File: config.mk
export PLATFORM = sky130hd
export DESIGN_NAME = chip_test_sequencer
export DESIGN_NICKNAME = d
export VERILOG_FILES = /design/src/rtl/chip_tester_pkg.sv /design/src/rtl/seq_timeout_ctr.sv /design/src/rtl/chip_test_sequencer.sv
export SDC_FILE = /design/constraint.sdc
export NUM_CORES = 1
export LEC_CHECK = 0
export ABC_AREA = 0
export BUFFER_PORTS_ARGS = -buffer_cell sky130_fd_sc_hd__buf_2
export CAP_MARGIN = 20
export CORE_UTILIZATION = 45
export DETAILED_ROUTE_END_ITERATION = 10
export PLACE_DENSITY_LB_ADDON = 0.2
export SLEW_MARGIN = 20
export SYNTH_ARGS = -nofsm -noshare
export SYNTH_HDL_FRONTEND = slang
export SYNTH_SLANG_ARGS = --single-unit
File: constraint.sdc
create_clock -name Clk -period 2.2 [get_ports Clk]
set_input_delay 0.11 -clock Clk [delete_from_list [all_inputs] [get_ports Clk]]
set_output_delay 0.11 -clock Clk [all_outputs]
set_load 0.005 [all_outputs]
File: src/rtl/chip_tester_pkg.sv
// ---------------------------------------------------------------------------
// chip_tester_pkg
// Shared definitions for the chip test sequencer: FSM state encoding,
// default sizing parameters and the engine index assigned to each chip type
// on the tester board.
// ---------------------------------------------------------------------------
package chip_tester_pkg;

  typedef enum logic [2:0] {
    ST_IDLE   = 3'd0,
    ST_LAUNCH = 3'd1,
    ST_WAIT   = 3'd2,
    ST_ACK    = 3'd3,
    ST_NEXT   = 3'd4,
    ST_REPORT = 3'd5
  } state_e;

  localparam int N_CHIPS_DEF     = 8;
  localparam int SEL_W_DEF       = 3;
  localparam int TIMEOUT_CYC_DEF = 1024;

  // Engine slot of each supported device
  localparam int CHIP_7400N  = 0;
  localparam int CHIP_7404N  = 1;
  localparam int CHIP_7408N  = 2;
  localparam int CHIP_7432N  = 3;
  localparam int CHIP_7486N  = 4;
  localparam int CHIP_74157N = 5;
  localparam int CHIP_74161N = 6;
  localparam int CHIP_74193N = 7;

endpackage

File: src/rtl/seq_timeout_ctr.sv
// ---------------------------------------------------------------------------
// seq_timeout_ctr
// Cycle counter bounding how long the sequencer waits on an engine.
// Ports:
//   Clk, Reset_n : clock, asynchronous active-low reset
//   i_clr        : synchronous clear (wins over i_en)
//   i_en         : count one per cycle
//   o_expired    : counter has reached TIMEOUT_CYC-1
// ---------------------------------------------------------------------------
module seq_timeout_ctr #(
  parameter int TIMEOUT_CYC = 1024
) (
  input  logic Clk,
  input  logic Reset_n,
  input  logic i_clr,
  input  logic i_en,
  output logic o_expired
);

  localparam int CW = (TIMEOUT_CYC >= 2) ? $clog2(TIMEOUT_CYC) : 1;
  localparam logic [CW-1:0] LAST = CW'(TIMEOUT_CYC - 1);

  logic [CW-1:0] r_cnt;

  // Holds at LAST so an unattended enable can never wrap back to zero
  always_ff @(posedge Clk or negedge Reset_n) begin
    if (!Reset_n) begin
      r_cnt <= '0;
    end else if (i_clr) begin
      r_cnt <= '0;
    end else if (i_en && !o_expired) begin
      r_cnt <= r_cnt + CW'(1);
    end
  end

  assign o_expired = (r_cnt == LAST);

endmodule

File: src/rtl/chip_test_sequencer.sv
// ---------------------------------------------------------------------------
// chip_test_sequencer
// Runs the attached chip test engines one at a time (single chip or all of
// them) and collects a per-engine pass bitmap plus an overall verdict.
// Ports:
//   Clk, Reset_n        : clock, asynchronous active-low reset
//   Start               : run request level, rising edge starts a run
//   Auto, Chip_sel      : test all engines / index for a single-engine run
//   Eng_done, Eng_rslt  : per-engine done and pass result
//   Eng_run, Eng_disp   : per-engine launch pulse and result acknowledge
//   Pin_sel             : socket pin-bus mux select (current engine index)
//   Busy, Done, Pass    : run in progress / run finished / overall verdict
//   Match, Timeout      : per-engine pass bitmap, sticky timeout flag
//   Dbg_state           : current FSM state
//
// Engine handshake: Eng_run[i] is a one-cycle launch request. The engine
// answers by raising Eng_done[i] with Eng_rslt[i] valid in the same cycle.
// The sequencer then holds Eng_disp[i] as acknowledge until the engine drops
// Eng_done[i]. Both waits are bounded by TIMEOUT_CYC cycles.
// ---------------------------------------------------------------------------
module chip_test_sequencer
  import chip_tester_pkg::*;
#(
  parameter int N_CHIPS     = N_CHIPS_DEF,
  parameter int SEL_W       = SEL_W_DEF,
  parameter int TIMEOUT_CYC = TIMEOUT_CYC_DEF
) (
  input  logic               Clk,
  input  logic               Reset_n,
  input  logic               Start,
  input  logic               Auto,
  input  logic [SEL_W-1:0]   Chip_sel,
  input  logic [N_CHIPS-1:0] Eng_done,
  input  logic [N_CHIPS-1:0] Eng_rslt,
  output logic [N_CHIPS-1:0] Eng_run,
  output logic [N_CHIPS-1:0] Eng_disp,
  output logic [SEL_W-1:0]   Pin_sel,
  output logic               Busy,
  output logic               Done,
  output logic               Pass,
  output logic [N_CHIPS-1:0] Match,
  output logic               Timeout,
  output state_e             Dbg_state
);

  state_e             r_state;
  state_e             w_next_state;
  logic               r_start_d;
  logic               r_start_edge;
  logic               r_auto;
  logic [SEL_W-1:0]   r_idx;
  logic [N_CHIPS-1:0] r_match;
  logic               r_pass;
  logic               r_timeout;

  logic [N_CHIPS-1:0] w_idx_oh;
  logic               w_sel_done;
  logic               w_sel_rslt;
  logic               w_sel_match;
  logic               w_sel_valid;
  logic               w_last;
  logic               w_tmr_clr;
  logic               w_tmr_en;
  logic               w_expired;

  // Out-of-range indices give an all-zero mask, so no engine is touched
  assign w_idx_oh    = N_CHIPS'(1) << r_idx;
  assign w_sel_done  = |(Eng_done & w_idx_oh);
  assign w_sel_rslt  = |(Eng_rslt & w_idx_oh);
  assign w_sel_match = |(r_match & w_idx_oh);
  assign w_sel_valid = (int'(Chip_sel) < N_CHIPS);
  assign w_last      = (int'(r_idx) >= N_CHIPS - 1);

  seq_timeout_ctr #(
    .TIMEOUT_CYC (TIMEOUT_CYC)
  ) u_timer (
    .Clk       (Clk),
    .Reset_n   (Reset_n),
    .i_clr     (w_tmr_clr),
    .i_en      (w_tmr_en),
    .o_expired (w_expired)
  );

  // State register
  always_ff @(posedge Clk or negedge Reset_n) begin
    if (!Reset_n) begin
      r_state <= ST_IDLE;
    end else begin
      r_state <= w_next_state;
    end
  end

  // Next state and timer control
  always_comb begin
    w_next_state = r_state;
    w_tmr_clr    = 1'b0;
    w_tmr_en     = 1'b0;
    case (r_state)
      ST_IDLE, ST_REPORT: begin
        if (r_start_edge) begin
          w_next_state = (Auto || w_sel_valid) ? ST_LAUNCH : ST_REPORT;
        end
      end
      ST_LAUNCH: begin
        w_tmr_clr    = 1'b1;
        w_next_state = ST_WAIT;
      end
      ST_WAIT: begin
        w_tmr_en = 1'b1;
        if (w_sel_done || w_expired) begin
          w_tmr_clr    = 1'b1;  // ACK starts with a fresh budget
          w_next_state = ST_ACK;
        end
      end
      ST_ACK: begin
        w_tmr_en = 1'b1;
        if (!w_sel_done || w_expired) begin
          w_next_state = ST_NEXT;
        end
      end
      ST_NEXT: begin
        w_next_state = (r_auto && !w_last) ? ST_LAUNCH : ST_REPORT;
      end
      default: begin
        w_next_state = ST_IDLE;
      end
    endcase
  end

  // Start edge detect and run datapath
  always_ff @(posedge Clk or negedge Reset_n) begin
    if (!Reset_n) begin
      r_start_d    <= 1'b1;  // Start held high across reset is not an edge
      r_start_edge <= 1'b0;
      r_auto       <= 1'b0;
      r_idx        <= '0;
      r_match      <= '0;
      r_pass       <= 1'b0;
      r_timeout    <= 1'b0;
    end else begin
      r_start_d    <= Start;
      r_start_edge <= Start & ~r_start_d;
      case (r_state)
        ST_IDLE, ST_REPORT: begin
          if (r_start_edge) begin
            r_match   <= '0;
            r_timeout <= 1'b0;
            r_pass    <= 1'b0;
            r_auto    <= Auto;
            r_idx     <= Auto ? '0 : Chip_sel;
          end
        end
        ST_WAIT: begin
          // Done wins over a timeout in the same cycle
          if (w_sel_done) begin
            r_match <= (r_match & ~w_idx_oh) | (w_sel_rslt ? w_idx_oh : '0);
          end else if (w_expired) begin
            r_match   <= r_match & ~w_idx_oh;
            r_timeout <= 1'b1;
          end
        end
        ST_NEXT: begin
          if (r_auto && !w_last) begin
            r_idx <= r_idx + SEL_W'(1);
          end else begin
            r_pass <= r_auto ? (|r_match) : w_sel_match;
          end
        end
        default: begin
        end
      endcase
    end
  end

  assign Eng_run   = (r_state == ST_LAUNCH) ? w_idx_oh : '0;
  assign Eng_disp  = (r_state == ST_ACK)    ? w_idx_oh : '0;
  assign Pin_sel   = r_idx;
  assign Busy      = (r_state != ST_IDLE) && (r_state != ST_REPORT);
  assign Done      = (r_state == ST_REPORT);
  assign Pass      = r_pass;
  assign Match     = r_match;
  assign Timeout   = r_timeout;
  assign Dbg_state = r_state;

endmodule
=== Word-level counts from Yosys, hierarchy flattened ===
Cells that the tools add are included.

* $add $sub $neg: 2
* Multipliers: 0
* Div/mod/pow operators: 0
* Magnitude comparators: 1
* Equality and inequality tests: 15
* Shift-type cells: 1
* Muxes and demuxes: 28
* Bitwise operators: 8
* Reductions and logical operators: 25

{| class="wikitable"
|+ Operator list
! cell !! number
|-
| 8-bit 2-to-1 mux || 6
|-
| 8-bit bitwise AND || 4
|-
| 8-bit OR reduction || 4
|-
| 3-bit 2-to-1 mux || 7
|-
| 10-bit 2-to-1 mux || 2
|-
| 8-bit case mux with 2 select lines || 1
|-
| 3-bit case mux with 5 select lines || 1
|-
| 2-bit inequality test (second input constant) || 6
|-
| 3-bit AND reduction || 4
|-
| 10-bit by 1-bit adder with 10-bit output (second input constant) || 1
|-
| 10-bit == test (second input constant) || 1
|-
| 8-bit inverter || 1
|-
| 8-bit bitwise OR || 1
|-
| 1-bit by 3-bit << shifter with 8-bit output (first input constant) || 1
|-
| 1-bit 2-to-1 mux || 7
|-
| 3-bit by 2-bit == test with 1-bit output (second input constant) || 2
|-
| 3-bit == test (second input constant) || 2
|-
| 1-bit case mux with 2 select lines || 3
|-
| 3-bit case mux with 2 select lines || 1
|-
| 2-bit nonzero test || 3
|-
| 4-bit AND reduction || 1
|-
| 2-bit OR reduction || 2
|-
| 3-bit by 1-bit adder with 3-bit output (second input constant) || 1
|-
| 3-bit by 1-bit == test with 1-bit output (second input constant) || 1
|-
| other kinds (12) || 17
|}

* Register bits: 29
* Latch bits: 0
* RAM bits: 0
* Bits in read-only memories: 0
* Bits of input ports: 23
* Output and inout port bits: 34
* Word-level logic and storage cells: 89
* Memories: 0

=== Depth between registers and ports, before layout ===
* Depth in word-level cells: 7
* Gate-level depth with buffers: 8
* Mapped depth without buffers: 6

=== Hierarchy ===
A second synthesis with hierarchy kept.

* Cells, all modules: 222
* Area, all modules: 2024.4 um^2

{| class="wikitable"
|+ By module, submodules not included
! module !! instances !! cells an instance !! area each (um^2) !! seq. area each (um^2)
|-
| chip_test_sequencer || 1 || 166 || 1458.9 || 476.7
|-
| seq_timeout_ctr || 1 || 56 || 565.5 || 250.2
|}

=== Least setup slack after synthesis ===
OpenSTA, ideal clock, no wires.

* Kind: flip-flop to flip-flop
* Start: register r_idx[0] (netlist: Pin_sel[0])
* End: register r_idx[2] (netlist: Pin_sel[2])
* Setup time: 125 ps
* Arrival time: 1959 ps
* Required time: 2075 ps
* Path slack: 116 ps
* Stages on the path, launching flop included: 7
* Path buffers: 0
* Period minus slack after synthesis: 2084 ps
* Path through: dfrtp_1 > ha_1 > ha_1 > nand2b_1 > or3b_1 > a21oi_2 > mux2_2

* Longest elaborated chain between the ends: 5
* Elaborated cells between the ends (all ways): 8
* Those cells by class: add/sub: 1; order compare: 1; eq/ne: 1; mux: 2; reduce/logical: 3

{| class="wikitable"
|+ RTL lines
! what !! RTL line !! RTL
|-
| from (decl) || chip_test_sequencer.sv:51 || <nowiki>logic [SEL_W-1:0] r_idx;</nowiki>
|-
| from (signal assigned) || chip_test_sequencer.sv:150 || <nowiki>r_idx <= Auto ? '0 : Chip_sel;</nowiki>
|-
| from (signal assigned) || chip_test_sequencer.sv:164 || <nowiki>r_idx <= r_idx + SEL_W'(1);</nowiki>
|-
| 3-bit greater-or-equal comparator || chip_test_sequencer.sv:72 || <nowiki>assign w_last = (int'(r_idx) >= N_CHIPS - 1);</nowiki>
|-
| 1-bit logical NOT || chip_test_sequencer.sv:163 || <nowiki>if (r_auto && !w_last) begin</nowiki>
|-
| 1-bit logical AND || chip_test_sequencer.sv:163 ||
|-
| 2-bit inequality test (no source line) || n/a ||
|-
| 3-bit AND reduction (no source line) || n/a ||
|}

Several ways; a longest one is shown, not always the timed one. The select of a mux whose other input is x is not followed.
A chain may end at the register's enable or synchronous reset.

=== Worst setup path after layout ===
Same ends and word-level chain as after synthesis.

==> impl_metrics.json <==
{
  "cts_sinks": 29,
  "core-area_mm2": 0.00435,
  "vdd_ir_drop_max_mv": 0.770,
  "hold_ws_ns": 0.183,
  "ys_seq_area_share_pct": 35.7,
  "start_util_pct": 46.7,
  "synth-edff-count": 0,
  "finalClockSkew_ns": 0.00460,
  "fillers": 396,
  "postSynth.asyncResetShare_pct": 100,
  "layout_setup_ws_ns": 0.113,
  "num_antenna_cells": 0,
  "end_kind": "flop",
  "worstMarginPinSlew_ns": 0.669,
  "busiest_layer": "met2",
  "drt_wl_total_mm": 5.35,
  "chipHeight_um": 69.2,
  "ys_top_cells_by_count": "28 x dfrtp_1, 24 x nand2_1, 17 x nor2_1",
  "gp_congestion": 0.868,
  "multi_input_area_mm2": 0.00122,
  "max_cap_violations": 0,
  "antenna_found_initial": 0,
  "synth_top_area_share_pct": 34.4,
  "period_share_pct": 94.9,
  "grt_pass1_wl_mm": 8.78,
  "ys_types": 62,
  "syn_inst": 227,
  "power_w": 0.00308,
  "critPathMostFrequentCell": "ha_1",
  "port_buffers": 56,
  "postPlaceCellArea_mm2": 0.00245,
  "synthesis.nets": 257,
  "clk_pin_slew_ns": 0.06,
  "synth_most_common_cell": "dfrtp_1",
  "grt_max_degree": 30,
  "register_area_um2": 727,
  "synth_top_area_cell": "dfrtp_1",
  "ios": 57,
  "clock.fmax_mhz": 479,
  "intPower_w": 0.00174,
  "grt_usage_pct": 22.7,
  "grtUsageMet2_pct": 38.4,
  "arrival_ns": 2.25,
  "syn_area_per_cell_um2": 8.96,
  "ys.flop_type": "dfrtp_1",
  "powerDensity_mw_per_mm2": 1180,
  "path_class": "flop to flop",
  "wire_per_inst_um": 15.0,
  "worst-endpoint-required_ns": 2.37,
  "clockBufferDepth": 2,
  "vias": 2035,
  "pwr-share-seq_pct": 28.1,
  "met3_usage_pct": 4.80,
  "rows": 24,
  "yosysWarningCount": 0,
  "htree_num_levels": 2,
  "max_slew_margin_pct": 55.4,
  "overflow": 0,
  "dpl.hpwl_mm": 3.92,
  "p_switching_w": 0.00134,
  "clock_latency_ns": 0.28,
  "drcViolationCount": 0,
  "stdcell_area_mm2": 0.00262,
  "nNetsFinal": 334,
  "root_buffer": "clkbuf_8",
  "die-area_mm2": 0.00479,
  "drive_gt1_share_pct": 33.4,
  "start_kind": "flop",
  "cts_tree": "built",
  "area_growth_pct": 28.6,
  "status": "finished, final reports clean",
  "syn_area_mm2": 0.00203,
  "combPwrFrac_pct": 57.2,
  "leakagePower_nw": 1.23,
  "cp_slowest_stage_delay_ns": 0.39,
  "crit_fanout": 5,
  "fin_crit_ns": 2.09,
  "slowest_stage": "or3b_1",
  "tns_ns": 0,
  "finalSetupViolCount": 0,
  "hp-class": "primary input to flop",
  "drt_iter0_drc": 121,
  "first_pass_iters": 4,
  "swShare_pct": 43.7,
  "dp_slack_ns": 0.0923,
  "cp_cell_sequence": "ha_1 -> ha_1 -> nand2b_1 -> or3b_1 -> a21oi_2 -> mux2_2",
  "synth-seq-cells": 29,
  "numCtsBuffers": 5,
  "antenna_left": 0,
  "hold_viol": 0,
  "slew_viol_final": 0,
  "grt_pass1_vias": 1866,
  "grt_use_met1_pct": 28.7,
  "r2r_slack_ns": 0.11,
  "synth_area_leaders": "dfrtp_1 34%, nand2_1 4.4%, ha_1 4.3%, nor2_1 3.1%, a21oi_1 2.5%",
  "die-width_um": 69.2,
  "avgViaCountPerCell": 5.70,
  "pwr-share-clk_pct": 14.8
}
==> flip-flops by register name, summed over array words and instances, names as in the netlist <==
name / flops
u_timer.r_cnt: 10
Match: 8
Dbg_state: 3
Pin_sel: 3
Pass: 1
Timeout: 1
r_auto: 1
r_start_d: 1
r_start_edge: 1
==> worst max-delay path: cells and delay by family, from the launching register on <==
kind                     cells  cell delay (ns)
AND/OR/NAND/NOR              2             0.59
flip-flops                   1             0.38
AO/OA/AOI/OAI                1             0.19
adder cells (fa/ha/maj)      2             0.47
multiplexers                 1             0.35
==> power by group through the flow <==
stage,combinational [W],sequential [W],clock [W]
2_1_floorplan,0.00109,0.000836,0
3_3_place_gp,0.00163,0.000866,0
3_5_place_dp,0.00165,0.000872,0
4_1_cts,0.00167,0.000863,0.000465
5_1_grt,0.00194,0.000884,0.000489
6_report,0.00176,0.000865,0.000455
==> cell usage in the layout, fill, tap and decap left out, drive strengths merged, types with 2 or more instances in the layout <==
master        n
buf          81
dfrtp        28
nand2        24
nor2         17
a21oi        11
inv           8
a31oi         8
clkbuf        8
nor2b         7
ha            7
o21ai         7
nand3         6
o22ai         6
nor3          6
and3          5
mux2i         5
nor3b         5
a211oi        5
and2          4
a221oi        4
a22o          4
nand2b        3
o31ai         3
xor2          3
nand4         3
or4           2
a22oi         2
mux2          2
nor4          2
o211ai        2
a32o          2
o2111ai       2
dlygate4sd3   2
or3b          2
or3           2
a2111oi       2
==> routing by layer <==
metal	share of wire, %	up-vias
met2	48	58
met1	46	962
met4	1.5	0
li1	-	1009
met5	0	-
met3	4.4	6
==> per-stage QoR <==
stage,util (%),cells
floorplan,-,227
global placement,56.2,340
detailed placement,56.2,340
CTS,58.7,350
global route,60.1,357
finish,60.1,357
==> worst paths after layout <==
path | depth (start not counted) | endpoint | from
max | 6 | Pin_sel[2] | Pin_sel[0]
min | 4 | Match[0] | Eng_done[0]
max reg2reg | 6 | Pin_sel[2] | Pin_sel[0]
min reg2reg | 1 | r_start_edge | r_start_d
max in group asynchronous | 2 | Timeout | Reset_n
min in group asynchronous | 2 | Pin_sel[2] | Reset_n
==> cells by family after synthesis <==
| kind of cell | Yosys count | share of synthesized area (%) |
|---|---|---|
| and+or+nand+nor | 91 | 24.9 |
| AOI/OAI and AO/OA | 68 | 25.0 |
| DFF | 29 | 35.7 |
| buffers and inverters | 21 | 4.80 |
| muxes | 7 | 3.57 |
| adders and majority gates | 7 | 4.30 |
| xor gates and xnor gates | 4 | 1.72 |
==> timing repair <==
| item | in CTS | in global routing |
|---|---|---|
| endpoints found under the hold margin | 29 | 0 |
| setup buffers | 0 | 7 |
| endpoints found under the setup margin | 0 | 9 |
| hold buffers | 2 | 0 |
| gates resized for setup | 0 | 2 |
==> final cells by class <==
| type | instances | share of cell area (%) |
|---|---|---|
| clock buffer | 8 | 3.44 |
| inverter | 8 | 1.15 |
| sequential | 29 | 27.8 |
| multi-input combinational | 177 | 46.5 |
| timing repair buffer | 83 | 18.7 |
| tap | 52 | 2.49 |
No activity file was read; power rests on OpenSTA's default activity.
